File: config.mk
export PLATFORM = sky130hd
export DESIGN_NAME = branch_resolve_unit_flat
export DESIGN_NICKNAME = d
export VERILOG_FILES = /design/src/rtl/branch_pkg.sv /design/src/rtl/branch_resolve_unit_if.sv /design/src/rtl/bht_2bit.sv /design/src/rtl/branch_resolve_unit.sv /design/src/flat_wrapper.sv
export SDC_FILE = /design/constraint.sdc
export NUM_CORES = 1
export LEC_CHECK = 0
export ABC_AREA = 1
export CAP_MARGIN = 20
export CORE_UTILIZATION = 52
export CTS_BUF_LIST = sky130_fd_sc_hd__clkbuf_16
export DETAILED_ROUTE_END_ITERATION = 10
export DONT_BUFFER_PORTS = 1
export PLACE_DENSITY = 0.67
export SLEW_MARGIN = 20
export SYNTH_ARGS = -nofsm -noshare
export SYNTH_HDL_FRONTEND = slang
export SYNTH_SLANG_ARGS = --single-unit
export TNS_END_PERCENT = 1
File: constraint.sdc
create_clock -name clk -period 4.2 [get_ports clk]
set_input_delay 0.42 -clock clk [delete_from_list [all_inputs] [get_ports clk]]
set_output_delay 0.42 -clock clk [all_outputs]
set_load 0.02 [all_outputs]
File: src/rtl/branch_pkg.sv
// Shared definitions for the branch resolve unit.
// Contents: B-type funct3 codes, 2-bit BHT counter encoding and reset
// value, and the saturating counter update helper.
package branch_pkg;

    localparam logic [2:0] F3_BEQ  = 3'b000;
    localparam logic [2:0] F3_BNE  = 3'b001;
    localparam logic [2:0] F3_BLT  = 3'b100;
    localparam logic [2:0] F3_BGE  = 3'b101;
    localparam logic [2:0] F3_BLTU = 3'b110;
    localparam logic [2:0] F3_BGEU = 3'b111;

    typedef enum logic [1:0] {
        SNT = 2'b00,
        WNT = 2'b01,
        WT  = 2'b10,
        ST  = 2'b11
    } bhtState_e;

    localparam bhtState_e BHT_RESET = WNT;

    // Saturating 2-bit counter step: taken counts up to ST, not-taken down to SNT.
    function automatic bhtState_e satUpdate(input bhtState_e cur, input logic taken);
        bhtState_e nxt;
        nxt = cur;
        case (cur)
            SNT: nxt = taken ? WNT : SNT;
            WNT: nxt = taken ? WT  : SNT;
            WT:  nxt = taken ? ST  : WNT;
            ST:  nxt = taken ? ST  : WT;
            default: nxt = BHT_RESET;
        endcase
        return nxt;
    endfunction

endpackage

File: src/rtl/branch_resolve_unit_if.sv
// Branch-compare and redirect bundle between execute/fetch (master) and
// the branch resolve unit (slave).
// Ports (slave view):
//   in : br_valid, br_funct3, br_pc, br_target, br_pred_taken, BrEq, BrLT, redirect_ready
//   out: BrUn, br_stall, br_taken, illegal_br, redirect_valid, redirect_pc
interface branch_resolve_unit_if #(
    parameter int XLEN = 32
);
    logic            br_valid;
    logic [2:0]      br_funct3;
    logic [XLEN-1:0] br_pc;
    logic [XLEN-1:0] br_target;
    logic            br_pred_taken;
    logic            BrUn;
    logic            BrEq;
    logic            BrLT;
    logic            br_stall;
    logic            br_taken;
    logic            illegal_br;
    logic            redirect_valid;
    logic [XLEN-1:0] redirect_pc;
    logic            redirect_ready;

    modport master (
        output br_valid, br_funct3, br_pc, br_target, br_pred_taken, BrEq, BrLT, redirect_ready,
        input  BrUn, br_stall, br_taken, illegal_br, redirect_valid, redirect_pc
    );

    modport slave (
        input  br_valid, br_funct3, br_pc, br_target, br_pred_taken, BrEq, BrLT, redirect_ready,
        output BrUn, br_stall, br_taken, illegal_br, redirect_valid, redirect_pc
    );

endinterface

File: src/rtl/bht_2bit.sv
// Branch history table of 2-bit saturating counters.
// Ports:
//   clk, rst            clock, synchronous active-high reset (all entries -> WNT)
//   rdIdx / rdState     asynchronous read port
//   updEn/updIdx/updTaken  synchronous update port; counter saturates internally
module bht_2bit
    import branch_pkg::*;
#(
    parameter int ENTRIES = 64
) (
    input  logic                       clk,
    input  logic                       rst,
    input  logic [$clog2(ENTRIES)-1:0] rdIdx,
    output bhtState_e                  rdState,
    input  logic                       updEn,
    input  logic [$clog2(ENTRIES)-1:0] updIdx,
    input  logic                       updTaken
);

    bhtState_e counters [ENTRIES];

    // Read sees the stored value, so a same-cycle update is not visible until the next edge.
    assign rdState = counters[rdIdx];

    always_ff @(posedge clk) begin
        if (rst) begin
            for (int i = 0; i < ENTRIES; i++) begin
                counters[i] <= BHT_RESET;
            end
        end else if (updEn) begin
            counters[updIdx] <= satUpdate(counters[updIdx], updTaken);
        end
    end

endmodule

File: src/rtl/branch_resolve_unit.sv
// Branch resolve unit: decodes B-type funct3, resolves direction from the
// comparator flags, checks it against the fetch-time prediction, issues a
// registered PC redirect on mispredict and trains the BHT.
// Ports:
//   clk, rst       clock, synchronous active-high reset
//   fetch_pc       fetch lookup PC
//   pred_taken     combinational BHT prediction for fetch_pc
//   brIf           branch/comparator/redirect bundle (slave side)
//   branch_cnt     accepted branches
//   mispred_cnt    accepted mispredicted branches
module branch_resolve_unit
    import branch_pkg::*;
#(
    parameter int XLEN        = 32,
    parameter int BHT_ENTRIES = 64,
    parameter int CNT_W       = 32
) (
    input  logic             clk,
    input  logic             rst,
    input  logic [XLEN-1:0]  fetch_pc,
    output logic             pred_taken,
    branch_resolve_unit_if.slave brIf,
    output logic [CNT_W-1:0] branch_cnt,
    output logic [CNT_W-1:0] mispred_cnt
);

    localparam int IDX_W = $clog2(BHT_ENTRIES);

    logic      rawTaken;
    logic      isIllegal;
    logic      accept;
    logic      mispredict;
    bhtState_e fetchState;

    always_comb begin
        rawTaken  = 1'b0;
        isIllegal = 1'b0;
        case (brIf.br_funct3)
            F3_BEQ:           rawTaken = brIf.BrEq;
            F3_BNE:           rawTaken = !brIf.BrEq;
            F3_BLT, F3_BLTU:  rawTaken = brIf.BrLT;
            F3_BGE, F3_BGEU:  rawTaken = !brIf.BrLT;
            default:          isIllegal = 1'b1;
        endcase
    end

    assign brIf.BrUn = brIf.br_funct3[2] & brIf.br_funct3[1];

    // A completing handshake frees the slot in the same cycle, so a held
    // branch can be accepted while the old redirect is being consumed.
    assign brIf.br_stall = brIf.redirect_valid & !brIf.redirect_ready;
    assign accept        = brIf.br_valid & !brIf.br_stall;
    assign brIf.br_taken = accept & rawTaken;
    assign mispredict    = accept & (rawTaken != brIf.br_pred_taken);

    always_ff @(posedge clk) begin
        if (rst) begin
            brIf.redirect_valid <= 1'b0;
            brIf.redirect_pc    <= '0;
            brIf.illegal_br     <= 1'b0;
            branch_cnt          <= '0;
            mispred_cnt         <= '0;
        end else begin
            brIf.illegal_br <= accept & isIllegal;
            if (accept) begin
                branch_cnt <= branch_cnt + CNT_W'(1);
            end
            if (mispredict) begin
                mispred_cnt         <= mispred_cnt + CNT_W'(1);
                brIf.redirect_valid <= 1'b1;
                brIf.redirect_pc    <= rawTaken ? brIf.br_target : brIf.br_pc + XLEN'(4);
            end else if (brIf.redirect_valid && brIf.redirect_ready) begin
                brIf.redirect_valid <= 1'b0;
            end
        end
    end

    bht_2bit #(
        .ENTRIES (BHT_ENTRIES)
    ) u_bht (
        .clk      (clk),
        .rst      (rst),
        .rdIdx    (fetch_pc[IDX_W+1:2]),
        .rdState  (fetchState),
        .updEn    (accept & !isIllegal),
        .updIdx   (brIf.br_pc[IDX_W+1:2]),
        .updTaken (rawTaken)
    );

    assign pred_taken = fetchState[1];

    logic unusedBits;
    assign unusedBits = ^{fetch_pc[XLEN-1:IDX_W+2], fetch_pc[1:0], fetchState[0]};

endmodule

File: src/flat_wrapper.sv
// flat-port wrapper written by rule: the top's interface ports become plain ports
module branch_resolve_unit_flat import branch_pkg::*;
#(
    parameter int XLEN        = 32,
    parameter int BHT_ENTRIES = 64,
    parameter int CNT_W       = 32
)
  (clk, rst, fetch_pc, pred_taken, branch_cnt, mispred_cnt, brIf_br_valid, brIf_br_funct3, brIf_br_pc, brIf_br_target, brIf_br_pred_taken, brIf_BrEq, brIf_BrLT, brIf_redirect_ready, brIf_BrUn, brIf_br_stall, brIf_br_taken, brIf_illegal_br, brIf_redirect_valid, brIf_redirect_pc);
  branch_resolve_unit_if #(.XLEN(XLEN)) brIf_i ();
  input  logic clk;
  input  logic rst;
  input  logic [XLEN-1:0] fetch_pc;
  output logic pred_taken;
  output logic [CNT_W-1:0] branch_cnt;
  output logic [CNT_W-1:0] mispred_cnt;
  input wire logic [$bits(brIf_i.br_valid)-1:0] brIf_br_valid;
  input wire logic [$bits(brIf_i.br_funct3)-1:0] brIf_br_funct3;
  input wire logic [$bits(brIf_i.br_pc)-1:0] brIf_br_pc;
  input wire logic [$bits(brIf_i.br_target)-1:0] brIf_br_target;
  input wire logic [$bits(brIf_i.br_pred_taken)-1:0] brIf_br_pred_taken;
  input wire logic [$bits(brIf_i.BrEq)-1:0] brIf_BrEq;
  input wire logic [$bits(brIf_i.BrLT)-1:0] brIf_BrLT;
  input wire logic [$bits(brIf_i.redirect_ready)-1:0] brIf_redirect_ready;
  output wire logic [$bits(brIf_i.BrUn)-1:0] brIf_BrUn;
  output wire logic [$bits(brIf_i.br_stall)-1:0] brIf_br_stall;
  output wire logic [$bits(brIf_i.br_taken)-1:0] brIf_br_taken;
  output wire logic [$bits(brIf_i.illegal_br)-1:0] brIf_illegal_br;
  output wire logic [$bits(brIf_i.redirect_valid)-1:0] brIf_redirect_valid;
  output wire logic [$bits(brIf_i.redirect_pc)-1:0] brIf_redirect_pc;
  assign brIf_i.br_valid = brIf_br_valid;
  assign brIf_i.br_funct3 = brIf_br_funct3;
  assign brIf_i.br_pc = brIf_br_pc;
  assign brIf_i.br_target = brIf_br_target;
  assign brIf_i.br_pred_taken = brIf_br_pred_taken;
  assign brIf_i.BrEq = brIf_BrEq;
  assign brIf_i.BrLT = brIf_BrLT;
  assign brIf_i.redirect_ready = brIf_redirect_ready;
  assign brIf_BrUn = brIf_i.BrUn;
  assign brIf_br_stall = brIf_i.br_stall;
  assign brIf_br_taken = brIf_i.br_taken;
  assign brIf_illegal_br = brIf_i.illegal_br;
  assign brIf_redirect_valid = brIf_i.redirect_valid;
  assign brIf_redirect_pc = brIf_i.redirect_pc;
  branch_resolve_unit #(.XLEN(XLEN), .BHT_ENTRIES(BHT_ENTRIES), .CNT_W(CNT_W)) u_core (.clk(clk), .rst(rst), .fetch_pc(fetch_pc), .pred_taken(pred_taken), .brIf(brIf_i), .branch_cnt(branch_cnt), .mispred_cnt(mispred_cnt));
endmodule
# Yosys cells after proc, flatten, opt, wreduce, memory -nomap -nowiden
# Memories as Yosys holds them, arrays and structs flattened.
# Cells that the tools add are included.
[totals]
inputBits = 106
register_bits = 98
elab_cells = 57
memories = 1
ram_bits = 128
output_inout_bits = 102
[memory_table]
columns = ["name", "depth", "word_bits", "rd", "rd_ports_with_merged_regs", "wr", "line", "text"]
rows = [
  ["u_core.u_bht.counters", 64, 2, 2, 0, 64, "bht_2bit.sv:20", "bhtState_e counters [ENTRIES];"],
]
[op_classes]
bitwise_logic = 7
eq_ne = 9
n_reduce_logical = 12
mux = 20
addsub = 3
[ops]
columns = ["operator", "count"]
rows = [
  ["adder 32 x 1 -> 32 bit (second input constant)", 2],
  ["adder 32 x 3 -> 32 bit (second input constant)", 1],
  ["2-to-1 mux 32 bit", 1],
  ["equality test 3 bit (second input constant)", 4],
  ["2-to-1 mux 1 bit", 11],
  ["2-to-1 mux 2 bit", 5],
  ["one-hot mux 2 bit (4 select lines)", 1],
  ["bitwise AND 1 bit", 7],
  ["2-to-1 mux 6 bit", 1],
  ["OR reduction 2 bit", 3],
  ["OR reduction 6 bit", 1],
  ["equality test 2 bit (second input constant)", 2],
  ["logical NOT 1 bit", 4],
  ["one-hot mux 1 bit (4 select lines)", 1],
  ["equality test 3 x 1 -> 1 bit (second input constant)", 1],
  ["logical NOT 3 bit", 1],
  ["equality test 2 x 1 -> 1 bit (second input constant)", 1],
  ["logical NOT 2 bit", 1],
  ["nonzero test 2 bit", 1],
  ["logical AND 1 bit", 1],
  ["inequality test 1 bit", 1],
]

# Logic depth before layout (Yosys ltp)
# Gate-level depths: netlist (run 1).
[logic_depth]
depth_word = 10
mapped_depth = 15
mapped_depth_nobuf = 14

# Modules after synthesis
# From an unflattened synthesis (run 1), not the netlist that was laid out.
[unflattened]
cells_unflattened = 2225
area_unflattened_um2 = 14393.8
[by_module_without_submodules]
columns = ["module", "cells_each", "seq_area_each_um2", "area_each_um2", "instances"]
rows = [
  ["bht_2bit", 1156, 3843.7, 8165.3, 1],
  ["branch_resolve_unit", 1069, 1961.9, 6228.5, 1],
]

# Worst setup path after synthesis (run 1)
# No wires, ideal clock.
[synth_timing]
path_type = "input port to flip-flop"
start = "input brIf_br_pc[2]"
end = "memory u_core.u_bht.counters[0][0] (netlist name) (data pin)"
arrival_ns = 1.822
slack_ns = 2.122
setup_time_ns = 0.256
required_time_ns = 3.944
cell_stages = 14
cell_sequence = "buf_6 > buf_6 > buf_6 > o211ai_1 > nand2_1 > nor2_1 > nor2_1 > nor2_1 > nand2_1 > nor2_2 > nand2_2 > nand2_8 > buf_12 > nand2_2"
[synth_rtl]
columns = ["item", "line", "text"]
rows = [
  ["from (decl)", "flat_wrapper.sv:18", "input wire logic [$bits(brIf_i.br_pc)-1:0] brIf_br_pc;"],
  ["to (decl)", "bht_2bit.sv:20", ""],
]

==> results.yml, run 1 <==
status:
  status: "finished clean"
drt:
  wire_per_inst_um: 16.8
  vias: 11890
  first_pass_iters: 5
  initialDrtViolationCount: 1120
  post_drt_via_cell_ratio: 5.51
  ant_nets: 0
  drt_drc_violations_left: 0
  wl_um: 36100
clock_network:
  htreeDepth: 1
  cts.path.max_buffers: 3
  postCtsSetupBuffers: 0
  clock_latency_ns: 0.55
  clk_pin_slew_worst_paths_ns: 0.06
  cts_made_buffers: 26
  cts.sinks: 226
  holdBufCountCts: 1
  root_buffer: "clkbuf_16"
  cts_tree: "built"
  cts_resized: 0
synthesis:
  syn_area_per_cell_sq_um: 7.21
  synth_top_cell_by_area: "edfxtp_1"
  syn_inst: 1851
  ys_seq_area_frac: 0.435
  ys_async_sr_fraction: 0
  synthFlopType: "edfxtp_1"
  synth_edf_count: 128
  synth_top_area_frac: 0.288
  yosysUniqueCellTypes: 44
  synthTopCellsByArea: "edfxtp_1 (29%), dfxtp_1 (15%), nand2_1 (12%), nor2_1 (8.1%), inv_1 (6.9%)"
  yosys_register_bits: 226
  synth_nets: 1960
  synth_area_sq_um: 13300
  ys.warnings.count: 0
placement:
  dp_hpwl_um: 23800
  port_buffers: 0
  gp_congestion: 0.906
global_route:
  grt_max_degree: 98
  grt_util_all_layers: 0.269
  grt_first_pass_wirelength_um: 56100
  antenna_found_initial: 0
  overflow: 0
  grt_pass1_vias: 11073
cells_and_area:
  nets: 1916
  final_common_cell: "nand2_1"
  syn_to_final_growth_pct: 5.97
  antenna_cells: 0
  drive_gt1_frac: 0.0733
  final_cell_mix: "nand2_1 (438), nor2_1 (287), inv_1 (253)"
  fillers: 2388
die:
  die_h_um: 162
  pin_count: 208
  start_util: 0.530
  fp.dieW_um: 162
  rows: 58
  dieArea_sq_um: 26300
  core-area_sq_um: 25200
power_and_ir_drop:
  ir_worst_vdd_uv: 272
  p_leak_nw: 5.54
  power_mw: 5.17
  p_per_area_nw_per_um2: 366
worst_setup_path:
  cp.arrival_ns: 2.96
  r2r_slack_ns: 1.46
  r2r-end: "u_core.u_bht.counters[17][1]"
  reg2reg_depth: 8
  critPathKind: "reg2reg"
  crit_fanout: 13
  start_kind: "register"
  cp_data_required_time_ns: 4.42
  r2r_start: "u_core.brIf.redirect_valid"
  crit_path_end_kind: "register"
hold_path:
  hold_path_end: "u_core.mispred_cnt[18]"
  hold_class: "in2reg"
  hp-start: "rst"
  worstHoldPathCells: 2
timing:
  setup_viol: 0
  hold_viol: 0
  finalCritPeriodShare: 0.653
  fin_setup_tns_ns: 0
  rsz0062_at_grt: "false"
  slew_viol_final: 0
  max_freq_ghz: 0.364
  clock_skew_ns: 0.0280
  max_slew_margin: 0.419
  layout_min_cycle_time_ns: 2.74
  worstMarginPinSlew_ns: 0.871
job:
  drv_cap: 0
-- area by class of cell --
cell class                      count  area [sq um]  share of cell area
Inverter                          248           932              0.0659
Clock buffer                       26           651              0.0460
Multi-Input combinational cell   1294          6090               0.431
Timing Repair Buffer               11          95.1             0.00673
Tap cell                          330           413              0.0292
Clock inverter                     22           151              0.0107
Sequential cell                   226          5810               0.411
-- stage by stage --
| stage | hold WS (ns) | util | setup slack (ns) | cells | cell area [sq um] |
|---|---|---|---|---|---|
| floorplan | 0.541 | - | 2.12 | 1851 | 13300 |
| global placement | 0.492 | 0.529 | 1.17 | 2108 | 13300 |
| detailed placement | 0.494 | 0.529 | 1.10 | 2108 | 13300 |
| CTS | 0.00948 | 0.561 | 1.46 | 2157 | 14100 |
| global route | 0.0166 | 0.561 | 1.29 | 2157 | 14100 |
| finish | 0.0265 | 0.561 | 1.46 | 2157 | 14100 |
-- registers in the layout, indices dropped and copies added (netlist names) --
register	flops
u_core.branch_cnt	32
u_core.brIf.redirect_pc	32
u_core.u_bht.counters	128
u_core.brIf.illegal_br	1
u_core.mispred_cnt	32
u_core.brIf.redirect_valid	1
-- cells in the mapped netlist (2+ instances only) --
cell type  number
nand4_1        31
buf_2          10
edfxtp_1      128
nor3b_1         5
nor4_1          4
nor2_2          8
o21a_1          5
dfxtp_1        98
nor2_1        287
clkbuf_1       44
a31oi_1        15
buf_12          6
ha_1            3
o211ai_1       32
inv_1         244
or2_1           6
nand2_2        62
o21ai_1         9
buf_6           7
o211ai_2        2
xnor2_1        12
nor3_1         43
nor2_4          3
nand3_1        99
inv_2           3
nand3b_1        5
a21oi_1        89
buf_4          12
o21ai_0        92
nand2_1       438
or2_2           7
buf_1           4
or2_0           8
o21bai_1        2
xor2_1         19
-- how the worst max path moves through the flow --
stage	end	from	slack (ns)
2_1_floorplan	u_core.u_bht.counters[0][0]	brIf_br_pc[2]	2.12
3_3_place_gp	u_core.u_bht.counters[49][1]	brIf_br_pc[2]	1.17
3_5_place_dp	u_core.u_bht.counters[32][1]	brIf_br_pc[2]	1.10
4_1_cts	u_core.u_bht.counters[1][1]	u_core.brIf.redirect_valid	1.46
5_1_grt	u_core.u_bht.counters[57][1]	u_core.brIf.redirect_valid	1.29
6_report	u_core.u_bht.counters[17][1]	u_core.brIf.redirect_valid	1.46
-- where the power goes --
part           switching, mW  internal [mW]
clock                  0.901           1.24
combinational          0.409          0.143
sequential            0.0788           2.40
total                   1.39           3.78
-- per-layer routing --
metal | track usage | part of all wire
met5 | 0 | 0
met1 | 0.328 | 0.39
met4 | 0.109 | 0.033
met3 | 0.0628 | 0.10
met2 | 0.457 | 0.47
-- cell families (layout without fill, tap and decap cells) --
group / after synthesis / in the layout / share of synthesized area
simple gates: 1012 / 1012 / 0.329
flops: 226 / 226 / 0.435
buf+inv: 331 / 307 / 0.109
compound gates: 247 / 247 / 0.103
xor+xnor: 31 / 31 / 0.0204
mux: 1 / 1 / 0.000750
fa+ha+maj: 3 / 3 / 0.00281
-- worst max-delay path, cell delays in order, from the launching register on --
cell and delay, ns:
dfxtp_1 0.37, nand2_1 0.13, nand2_1 0.06, buf_4 0.19, nor3_2 0.36, nand3_1 0.69
nor2_1 0.40, inv_1 0.10, nand2_1 0.10
Note: power is estimated with default switching activity, not from simulation.
==> inputs of run 2 (changes only) <==
--- a/config.mk
+++ b/config.mk
@@ -11,7 +11,7 @@
 export CTS_BUF_LIST = sky130_fd_sc_hd__clkbuf_16
 export DETAILED_ROUTE_END_ITERATION = 10
 export DONT_BUFFER_PORTS = 1
-export PLACE_DENSITY = 0.67
+export PLACE_DENSITY = 0.7
 export SLEW_MARGIN = 20
 export SYNTH_ARGS = -nofsm -noshare
 export SYNTH_HDL_FRONTEND = slang
==> constraint.sdc (replaced) <==
create_clock -name clk -period 2.2 [get_ports clk]
set_input_delay 0.22 -clock clk [delete_from_list [all_inputs] [get_ports clk]]
set_output_delay 0.22 -clock clk [all_outputs]
set_load 0.02 [all_outputs]
==> results.yml, run 2 (synthesis results as in run 1) <==
die:
  pin_count: 208
  die_h_um: 162
  core-area_sq_um: 25200
  dieArea_sq_um: 26300
  rows: 58
  fp.dieW_um: 162
  start_util: 0.530
cells_and_area:
  post-route-util: 0.624
  final_cell_mix: "nand2_1 (436), nor2_1 (285), inv_1 (245)"
  final_common_cell: "nand2_1"
  largest_reg_flops: 128
  nets: 2063
  drive_gt1_frac: 0.122
  syn_to_final_growth_pct: 17.8
  antenna_cells: 0
  regMostFlops: "u_core.u_bht.counters"
hold_path:
  worstHoldPathCells: 3
  hold_class: "in2reg"
clock_network:
  root_buffer: "clkbuf_16"
  cts_made_buffers: 27
  htreeDepth: 1
  clock_latency_ns: 0.55
  postCtsSetupBuffers: 0
  cts_tree: "built"
  cts.path.max_buffers: 3
  cts.sinks: 226
  clk_pin_slew_worst_paths_ns: 0.06
drt:
  drt_drc_violations_left: 0
  first_pass_iters: 7
  wl_um: 38400
  ant_nets: 0
  vias: 12628
  post_drt_via_cell_ratio: 5.48
  initialDrtViolationCount: 1113
  wire_per_inst_um: 16.7
worst_setup_path:
  critPathKind: "reg2out"
  start_kind: "register"
  reg2reg_depth: 9
  crit_path_end_kind: "output pin"
  cp.arrival_ns: 1.94
  crit_fanout: 2
  cp_data_required_time_ns: 1.98
timing:
  finalCritPeriodShare: 0.983
  setup_viol: 0
  worstMarginPinSlew_ns: 0.715
  hold_viol: 0
  max_slew_margin: 0.520
  clock_skew_ns: 0.0177
  slew_viol_final: 0
  layout_min_cycle_time_ns: 2.16
  fin_setup_tns_ns: 0
  rsz0062_at_grt: "true"
  max_freq_ghz: 0.462
power_and_ir_drop:
  p_per_area_nw_per_um2: 686
  power_mw: 10.8
  p_leak_nw: 6.34
  ir_worst_vdd_uv: 600
global_route:
  grt_max_degree: 98
  overflow: 0
  antenna_found_initial: 0
  grt_util_all_layers: 0.286
  grt_pass1_vias: 12074
  grt_first_pass_wirelength_um: 59900
status:
  status: "finished clean"
placement:
  dp_hpwl_um: 25600
  port_buffers: 0
  gp_congestion: 0.912
job:
  drv_cap: 0
-- run 2: changes by cell type in the layout (fill, tap and decap cells not counted), sizes merged --
| cell | before | now |
|---|---|---|
| dlygate4sd3 | 0 | 60 |
| clkbuf | 26 | 28 |
| clkinv | 11 | 10 |
| bufinv | 2 | 5 |
| inv | 257 | 254 |
| buf | 11 | 96 |
| clkinvlp | 0 | 1 |
-- run 2: power by group --
part           switching, mW  internal (mW)
Combinational          0.897          0.540
Sequential             0.140           4.57
Clock                   1.82           2.81
Total                   2.85           7.93
-- run 2: worst max-delay path, cell delays in order (launching register included) --
cell and delay, ns:
edfxtp_1 0.40, o21ai_0 0.18, o21ai_1 0.09, o211ai_1 0.38, nand3_1 0.15, nand3_2 0.11, nand2_4 0.08
-- run 2: metal layers --
layer	routed length [um]	GRT usage	vias up
met5	0	0	-
met1	15200	0.345	5781
met2	18100	0.488	551
met3	3500	0.0582	124
met4	1570	0.131	0
li1	-	-	6172
-- run 2: area by class of cell --
type	count	area [sq um]
fillers	2161	9470
multi-input cells	1294	6130
flip-flops and latches	226	5810
repair buffers	157	1520
inverters	248	932
clock buffers	27	676
well taps	330	413
clock inverters	22	235
-- run 2: timing repair --
action,CTS,global route
gates cloned,0,1
setup endpoints to repair,23,25
hold buffers,61,0
endpoints found under the hold margin,64,0
pin swaps,0,7
gates resized for setup,2,15
-- run 2: worst paths after layout --
kind / end / slack [ns] / from
hold / removal: u_core.brIf.redirect_pc[3] / 0.02 / brIf_br_pc[3]
hold reg to reg: u_core.branch_cnt[5] / 0.50 / u_core.branch_cnt[5]
setup / recovery: pred_taken / 0.04 / u_core.u_bht.counters[58][1]
setup reg to reg: u_core.brIf.redirect_pc[19] / 0.09 / u_core.brIf.redirect_valid
-- run 2: per-stage QoR --
stage | instances | hold WS (ns) | cell area (sq um) | setup slack, ns
finish | 2304 | 0.0207 | 15700 | 0.0370
global route | 2304 | 0.0419 | 15700 | -0.0565
CTS | 2303 | 0.000466 | 15700 | -0.0264
detailed placement | 2193 | 0.295 | 14100 | -0.0303
global placement | 2193 | 0.293 | 14100 | -0.0234
floorplan | 1851 | 0.381 | 13300 | 0.322
==> inputs of run 3 (changes only) <==
--- a/config.mk
+++ b/config.mk
@@ -11,7 +11,9 @@
 export CTS_BUF_LIST = sky130_fd_sc_hd__clkbuf_16
 export DETAILED_ROUTE_END_ITERATION = 10
 export DONT_BUFFER_PORTS = 1
+export GPL_TIMING_DRIVEN = 1
 export PLACE_DENSITY = 0.7
+export SKIP_LAST_GASP = 1
 export SLEW_MARGIN = 20
 export SYNTH_ARGS = -nofsm -noshare
 export SYNTH_HDL_FRONTEND = slang
==> results.yml, run 3 (synthesis results as in run 1) <==
status:
  status: "complete, but fails checks"
  violations: "negative setup slack"
drt:
  vias: 12532
  drt_drc_violations_left: 0
  first_pass_iters: 7
  wire_per_inst_um: 16.5
  ant_nets: 0
  initialDrtViolationCount: 1063
  post_drt_via_cell_ratio: 5.44
  wl_um: 38100
clock_network:
  cts_tree: "built"
  postCtsSetupBuffers: 0
  cts_made_buffers: 27
  root_buffer: "clkbuf_16"
  cts.sinks: 226
  clock_latency_ns: 0.55
  clk_pin_slew_worst_paths_ns: 0.06
  cts.path.max_buffers: 3
  htreeDepth: 1
die:
  start_util: 0.530
  dieArea_sq_um: 26300
  die_h_um: 162
  fp.dieW_um: 162
  rows: 58
  core-area_sq_um: 25200
  pin_count: 208
global_route:
  grt_max_degree: 98
  grt_pass1_vias: 12070
  overflow: 0
  grt_first_pass_wirelength_um: 59900
  antenna_found_initial: 0
  grt_util_all_layers: 0.285
timing:
  finalCritPeriodShare: 1.03
  worst_slack_ns: -0.0581
  rsz0062_at_grt: "true"
  layout_min_cycle_time_ns: 2.26
  clock_skew_ns: 0.0213
  max_freq_ghz: 0.443
  setup_viol: 7
  holdWs_ns: 0.0190
  worstMarginPinSlew_ns: 0.682
  slew_viol_final: 0
  max_slew_margin: 0.542
  hold_viol: 0
worst_setup_path:
  cp_data_required_time_ns: 2.63
  worst_path_largest_cell_delay_ns: 0.56
  timing.critical_path.buf_inv: 3
  crit_path_end_kind: "register"
  cp.arrival_ns: 2.69
  r2r_slack_ns: -0.06
  critPathKind: "reg2reg"
  crit_fanout: 73
  slowest_stage: "dlygate4sd3_1"
  start_kind: "register"
  cp_cell_sequence: "nand2_1 > nand2_1 > buf_4 > nor2_4 > buf_12 > nand2_1 > a21oi_1 > nor2_1 > dlygate4sd3_1"
  cp_common_cell: "nand2_1"
  crit_family: "buffers and inverters"
power_and_ir_drop:
  p_sw_frac: 0.264
  p_sw_mw: 2.83
  ir_worst_vdd_uv: 594
  power_mw: 10.8
  pwr-share-seq: 0.438
  pwr-share-clk: 0.430
  comb_power_share: 0.132
  p_per_area_nw_per_um2: 686
  p_leak_nw: 6.33
  p_int_mw: 7.92
cells_and_area:
  largest_reg_flops: 128
  antenna_cells: 0
  drive_gt1_frac: 0.118
  syn_to_final_growth_pct: 17.4
  final_cell_mix: "nand2_1 (437), nor2_1 (286), inv_1 (247)"
  final_common_cell: "nand2_1"
  nets: 2062
  regMostFlops: "u_core.u_bht.counters"
hold_path:
  hold_class: "in2reg"
placement:
  dp_hpwl_um: 25600
  gp_congestion: 0.912
  port_buffers: 0
job:
  drv_cap: 0
-- run 3: area by class of cell --
class / instances / area, sq um
clock buffer: 27 / 676
clock inverter: 22 / 235
fill: 2168 / 9520
inverter: 248 / 932
multi-input combinational: 1294 / 6110
sequential: 226 / 5810
tap: 330 / 413
timing repair buffer: 156 / 1500
-- run 3: worst paths after layout --
kind | start | end | cells past startpoint
max | u_core.brIf.redirect_valid | u_core.brIf.redirect_pc[19] | 9
min | brIf_br_pc[10] | u_core.brIf.redirect_pc[10] | 3
max reg2reg | u_core.brIf.redirect_valid | u_core.brIf.redirect_pc[19] | 9
min reg2reg | u_core.branch_cnt[5] | u_core.branch_cnt[5] | 2
-- run 3: timing repair --
item / 4_1_cts / 5_1_grt
hold buffers: 61 / 0
pin swaps: 0 / 1
endpoints found under the hold margin: 64 / 0
setup endpoints to repair: 23 / 35
gates resized for setup: 1 / 4
-- run 3: tightest hold or removal path, delay by kind of cell --
family / cells / cell delay, ns
xor+xnor: 1 / 0.08
mux: 1 / 0.13
compound gates: 1 / 0.08
-- run 3: stage by stage --
stage,instances,TNS [ns],util,cell area [sq um],setup WS (ns)
4_1_cts,2303,-0.0310,0.622,15700,-0.0264
6_report,2303,-0.142,0.622,15700,-0.0581
5_1_grt,2303,-1.40,0.622,15700,-0.116
3_3_place_gp,2193,-0.0468,0.561,14100,-0.0234
2_1_floorplan,1851,0,-,13300,0.322
3_5_place_dp,2193,-0.462,0.561,14100,-0.0303
-- run 3: per-layer routing --
metal | GRT usage | vias up | part of all wire
li1 | - | 6157 | -
met2 | 0.488 | 540 | 0.48
met4 | 0.129 | 0 | 0.037
met1 | 0.347 | 5731 | 0.40
met5 | 0 | - | 0
met3 | 0.0557 | 104 | 0.087
-- run 3: power by group through the flow --
stage | registers, mW | clock network [mW] | logic, mW
floorplan | 4.79 | 0 | 0.969
global placement | 4.80 | 0 | 1.24
detailed placement | 4.80 | 0 | 1.26
CTS | 4.71 | 4.63 | 1.39
global route | 4.73 | 4.81 | 1.52
finish | 4.71 | 4.62 | 1.42
